`config.mk`:
```
export PLATFORM = sky130hd
export DESIGN_NAME = slice_packer
export DESIGN_NICKNAME = d
export VERILOG_FILES = /design/src/rtl/slice_packer.sv
export SDC_FILE = /design/constraint.sdc
export NUM_CORES = 1
export LEC_CHECK = 0
export ABC_AREA = 1
export BUFFER_PORTS_ARGS = -buffer_cell sky130_fd_sc_hd__buf_2
export CORE_UTILIZATION = 40
export CTS_BUF_LIST = sky130_fd_sc_hd__clkbuf_4
export CTS_CLUSTER_DIAMETER = 40
export CTS_CLUSTER_SIZE = 16
export DETAILED_ROUTE_END_ITERATION = 7
export PLACE_DENSITY = 0.67
export SYNTH_ARGS = -nofsm -noshare
export SYNTH_HDL_FRONTEND = slang
export SYNTH_SLANG_ARGS = --single-unit
```
`constraint.sdc`:
```
create_clock -name clk -period 19.6 [get_ports clk]
set_clock_uncertainty 0.05 [all_clocks]
set_input_delay 3.92 -clock clk [delete_from_list [all_inputs] [get_ports clk]]
set_output_delay 3.92 -clock clk [all_outputs]
set_load 0.02 [all_outputs]
```
`src/rtl/slice_packer.sv`:
```
// Slice packer: collects W-bit slices into an N*W frame, slice k at [k*W +: W].
// Supports partial-frame flush and holds the frame until the consumer accepts it.
module slice_packer #(
   parameter  int W  = 10,
   parameter  int N  = 48,
   localparam int CW = $clog2(N+1)
) (
   input  logic           clk,
   input  logic           rst,
   input  logic [W-1:0]   in_data,
   input  logic           in_valid,
   output logic           in_ready,
   input  logic           flush,
   output logic [N*W-1:0] out_data,
   output logic [CW-1:0]  out_count,
   output logic           out_valid,
   input  logic           out_ready
);

   localparam int IW = (N > 1) ? $clog2(N) : 1;

   typedef enum logic {FILL, HOLD} state_t;

   state_t              state_q;
   logic [IW-1:0]       idx_q;
   logic [CW-1:0]       cnt_q;
   logic [N-1:0][W-1:0] lane_q;

   logic acc, last, close, drain;

   assign acc   = (state_q == FILL) && in_valid;
   assign last  = (idx_q == IW'(N-1));
   assign close = (acc && (last || flush)) ||
                  ((state_q == FILL) && !acc && flush && (idx_q != '0));
   assign drain = (state_q == HOLD) && out_ready;

   always_ff @(posedge clk or posedge rst) begin
      if (rst) begin
         state_q <= FILL;
         idx_q   <= '0;
         cnt_q   <= '0;
      end else begin
         case (state_q)
            FILL: begin
               if (acc) begin
                  cnt_q <= CW'(idx_q) + CW'(1);
                  idx_q <= close ? '0 : idx_q + IW'(1);
               end else if (close) begin
                  idx_q <= '0;
               end
               if (close) state_q <= HOLD;
            end
            HOLD: begin
               if (drain) begin
                  state_q <= FILL;
                  cnt_q   <= '0;
               end
            end
            default: state_q <= FILL;
         endcase
      end
   end

   // One register per slice; the frame clears as a whole on the output handshake.
   for (genvar g = 0; g < N; g++) begin : g_lane
      always_ff @(posedge clk or posedge rst) begin
         if (rst)                              lane_q[g] <= '0;
         else if (drain)                       lane_q[g] <= '0;
         else if (acc && (idx_q == IW'(g)))    lane_q[g] <= in_data;
      end
   end

   // in_ready is masked by rst so the producer sees no ready while reset is held.
   assign in_ready  = (state_q == FILL) && !rst;
   assign out_valid = (state_q == HOLD);
   assign out_data  = lane_q;
   assign out_count = cnt_q;

endmodule

```
; Yosys cells after proc, flatten, opt, wreduce, memory -nomap -nowiden
; Cells that the tools add are included.
; W data, S select, Z words.
[word_totals]
regBits = 493
in_bits = 15
out_inout_bits = 488
[classes]
addsub = 1
eq_ne = 49
mux = 105
bitwise_logic = 1
n_reduce_logical = 112
[op_table]
columns = operator, n
row1 = $mux W10, 96
row2 = $reduce_bool A2 Y1, 49
row3 = $eq A6 B5 Y1 const B, 16
row4 = $eq A6 B6 Y1 const B, 16
row5 = $logic_and A1 B1 Y1, 55
row6 = $eq A6 B4 Y1 const B, 8
row7 = $mux W6, 5
row8 = $eq A6 B3 Y1 const B, 4
row9 = $eq A6 B2 Y1 const B, 2
row10 = $pmux W6 S2, 1
row11 = $add A6 B1 Y6 const B, 1
row12 = $eq A6 B1 Y1 const B, 1
row13 = $logic_not A6 Y1, 1
row14 = $reduce_bool A6 Y1, 1
row15 = $reduce_and A2 Y1, 2
row16 = $logic_not A1 Y1, 2
row17 = $logic_or A1 B1 Y1, 2
row18 = $mux W1, 2
row19 = $ne A2 B1 Y1 const B, 1
row20 = $ne A2 B2 Y1 const B, 1
row21 = $pmux W1 S2, 1
row22 = $not A1 Y1, 1

; Logic depth before layout (Yosys ltp)
[logic_depth]
ltp_word = 9
ltp_mapped = 10

; Worst setup path after synthesis
; No wires, ideal clock.
[synth_timing]
path_kind = input to output
from = input port rst
to = output port in_ready
arrival_ns = 4.200
required_time_ns = 15.630
setup_slack_ns = 11.430
stages = 1
n_path_buf = 0
cell_sequence = nor2_1
[synth_between]
elab_chain_len = 2
[synth_rtl]
columns = element, line_no
row1 = start: declaration, 9  ; input logic rst,
row2 = $logic_not A1 Y1, 74  ; assign in_ready = (state_q == FILL) && !rst;
row3 = $logic_and A1 B1 Y1, 74
row4 = end: declaration, 12  ; output logic in_ready,
; Every way passes these cells.

; Worst setup path after layout
; Ends and elaborated chain as after synthesis.

==> metrics.md <==
| Metric | Value |
|---|---|
| Slowest stage delay, CP | `0.19 ns` |
| Die height | `216.6 µm` |
| Crit path kind | `primary input to output port` |
| First-pass GRT wire length | `86.17 mm` |
| Initial core utilization | `about two fifths` |
| Pins Over Slew Limit | `0` |
| Share of layout cells above drive strength 1 | `between 30% and 40%` |
| Worst-path clk slew | `0.12 ns` |
| Chip Width | `approximately 220 µm` |
| Final Cycle Share | `42.50%` |
| Met2 wire length | `28.56 mm` |
| Post_cts resized | `0` |
| Post-CTS setup buffers | `0` |
| Worst R2R Path Depth | `5` |
| Post-route DRC | `0` |
| Hold-fix buffers, CTS | `0` |
| Clock Latency Late Sink | `0.84 ns` |
| Vias in the first global route | `13767` |
| GRT Resource Usage Total | `24.25%` |
| Total gr overflow | `0` |
| Share of the synthesized area in compound gates (AO/OA/AOI/OAI) | `roughly 15%` |
| Synth-to-layout area growth | `20.12%` |
| Worst Setup SP | `rst` |
| Fmax | `120.0 MHz` |
| CP Cell Sequence | `buf_2, nor2_1, buf_2` |
| Post-Syn Nets | `between 1500 and 2000` |
| # IOs | `503` |
| Crit path DAT | `~4.4 ns` |
| Power Dens Cells | `roughly 180 nW/µm²` |
| Rows | `78` |
| Leakage power total | `11.39 nW` |
| CTS tree | `built` |
| First-pass DRT Iterations | `5` |
| Sequential-to-total area share from yosys stat | `66.98%` |
| Yosys warning count | `0` |
| Reg-to-reg setup timing slack | `15.96 ns` |
| RSZ-0062 raised after global routing | `false` |
| Worst path most repeated cell | `buf_2` |
| Critical path's slowest cell | `buf_2` |
| Number of routed nets with antenna violations | `0` |
| GP Congestion | `between 0.8 and 0.9` |
| Final WL | `57.70 mm` |
| Mean Syn Cell Area | `10.29 µm²` |
| Pin count of the biggest net entering global routing | `129` |
| Initial antenna violation count | `2` |
| Post-synthesis mux area share | `0%` |
| XOR/XNOR Fraction of Synth Area | `0%` |
| Clock Sinks | `493` |
| Final Power | `between 3 and 4 mW` |
| Max clock buf depth | `3` |
| Final setup violation count | `0` |
| Max Used Layer | `met4` |
| Final Net Count | `2231` |
| DIE AREA | `46910 µm²` |
| Starting DRT DRC Count | `1127` |
| Root Buffer | `clkbuf_4` |
| Post-synthesis register bit count | `approximately 490` |
| TNS Setup | `0 ns` |
| Critical path buffers and inverters | `2` |
| Yosys cell types | `29` |
| CP endpoint | `in_ready` |
| Cell count after synthesis | `1789` |
| Dpl cell area | `21100 µm²` |
| Post-DP HPWL | `36.51 mm` |
| Input/output buffers | `502` |
| CP Max Fanout | `2` |
| Max Cap Viol | `0` |
| Synth Cell Area | `about 18000 µm²` |
| IR drop worst, VDD | `0.1293 mV` |
| Via density | `5.119` |
| Core ar. | `45380 µm²` |
| Worst path top cell family by delay | `buffers and inverters` |
| Instance count on the critical path | `3` |
| H-tree depth | `2` |
| Worst Hold Class | `flip-flop to flip-flop` |
| Synth Area in Adders | `0.2717%` |
| WL met3 | `~3.2 mm` |
| Largest family of logic cells by synthesized area | `compound AO/OA/AOI/OAI gates` |
| Reg2reg end | `out_data[339]$_DFFE_PP0P_` |
| Rel. slew slack | `about 19%` |
| Critical Path RT | `approximately 16 ns` |
| Worst hold path cell count | `2` |
| Crit path time final | `8.330 ns` |
| Worst slew pin tran | `around 1.2 ns` |
| Met1 WL | `23.96 mm` |
| Filler cell count in the final layout | `4292` |
| FF-to-FF Start | `out_valid$_DFF_PP0_` |
| Num CTS Buffers | `60` |
| Final hold vios | `0` |
| Status | `complete, no violations` |
| WL/cell | `20.13 µm` |
| Post-synthesis simple-gate area fraction | `12.96%` |
| Worst setup SP type | `primary input` |
| Critical Path End Type | `output port` |
| Final instance area | `around 22000 µm²` |
| Vias | `14677` |
==> layout make-up <==
class                           count  area (µm²)  share of cell area, %
Inverter                           21       91.34                 0.4128
Clock inverter                     51       548.0                  2.477
Tap cell                          600       750.7                  3.393
Sequential cell                   493       12340                  55.76
Antenna cell                        3       7.507                0.03393
Clock buffer                       63       473.0                  2.138
Timing Repair Buffer              528        2708                  12.24
Multi-Input combinational cell   1108        5209                  23.54
==> cell usage after synthesis <==
library cell / count / share of area [%]
nand4_1: 1 / 0.034
o21ai_2: 10 / 0.48
a21oi_2: 21 / 1.0
clkbuf_1: 70 / 1.4
buf_4: 2 / 0.081
buf_8: 1 / 0.081
buf_6: 11 / 0.67
clkbuf_2: 4 / 0.11
nand2_1: 434 / 8.8
nand3b_1: 1 / 0.041
nand2_2: 5 / 0.17
nand3_1: 111 / 3.0
nor3_4: 1 / 0.088
inv_2: 7 / 0.14
nor2_1: 21 / 0.43
a31oi_1: 1 / 0.034
buf_1: 5 / 0.10
ha_1: 4 / 0.27
a21oi_1: 14 / 0.38
inv_1: 13 / 0.26
nor2_8: 1 / 0.11
inv_6: 1 / 0.048
o21ai_0: 368 / 10
nor2_2: 4 / 0.14
buf_2: 74 / 2.0
nand2_4: 1 / 0.061
dfrtp_1: 493 / 67
o21ai_1: 109 / 3.0
nor3_1: 1 / 0.027
==> sequential cells by signal, indices dropped and copies added, names as in the netlist <==
name       cells
idx_q          6
out_valid      1
out_data     480
out_count      6
==> kinds of logic (layout without fill, tap and decap cells) <==
group / count (synthesis) / after routing
other: 0 / 3
AND/OR/NAND/NOR: 581 / 581
buffers and inverters: 188 / 663
flip-flops: 493 / 493
AO/OA/AOI/OAI: 523 / 523
adder cells (fa/ha/maj): 4 / 4
==> how the worst min path moves through the flow <==
stage | start | end | slack, ns
6_report | out_count[2]$_DFFE_PP0P_ | out_count[2]$_DFFE_PP0P_ | 0.44
5_1_grt | out_count[2]$_DFFE_PP0P_ | out_count[2]$_DFFE_PP0P_ | 0.46
4_1_cts | out_count[2]$_DFFE_PP0P_ | out_count[2]$_DFFE_PP0P_ | 0.44
3_5_place_dp | out_count[2]$_DFFE_PP0P_ | out_count[2]$_DFFE_PP0P_ | 0.41
3_3_place_gp | out_count[2]$_DFFE_PP0P_ | out_count[2]$_DFFE_PP0P_ | 0.40
2_1_floorplan | idx_q[1]$_DFFE_PP0P_ | idx_q[1]$_DFFE_PP0P_ | 0.51
==> metal layers <==
layer	track usage (%)	vias up
met5	0	-
met4	9.014	0
met3	4.449	117
met2	40.42	496
met1	31.57	7255
li1	-	6809
==> cell usage in the layout, fill, tap and decap left out, types with 14 or more instances in the layout <==
| cell | count |
|---|---|
| a21oi_2 | 23 |
| buf_2 | 502 |
| buf_4 | 26 |
| clkbuf_4 | 63 |
| dfrtp_1 | 493 |
| nand2_1 | 424 |
| nand2_2 | 14 |
| nand3_1 | 111 |
| nor2_1 | 21 |
| o21ai_0 | 368 |
| o21ai_1 | 109 |
==> tightest hold or removal path, delay by kind of cell (launching register included) <==
kind / cells / cell delay (ns)
flops: 1 / 0.37
simple gates: 2 / 0.10
==> where the power goes <==
group | switching [mW] | internal (mW)
Sequential | 0.215 | 1.41
Combinational | 1.17 | 0.468
Clock | 0.407 | 0.265
==> stage by stage <==
step | setup slack, ns | hold slack, ns | cells | utilization, %
floorplan | 1.869 | 0.5130 | 1789 | -
global placement | 11.26 | 0.4024 | 2750 | 46.48
detailed placement | 11.27 | 0.4082 | 2750 | 46.48
CTS | 11.27 | 0.4387 | 2864 | 48.73
global route | 11.26 | 0.4589 | 2867 | 48.75
finish | 11.27 | 0.4375 | 2867 | 48.75
Note: power is estimated with default switching activity, not from simulation.
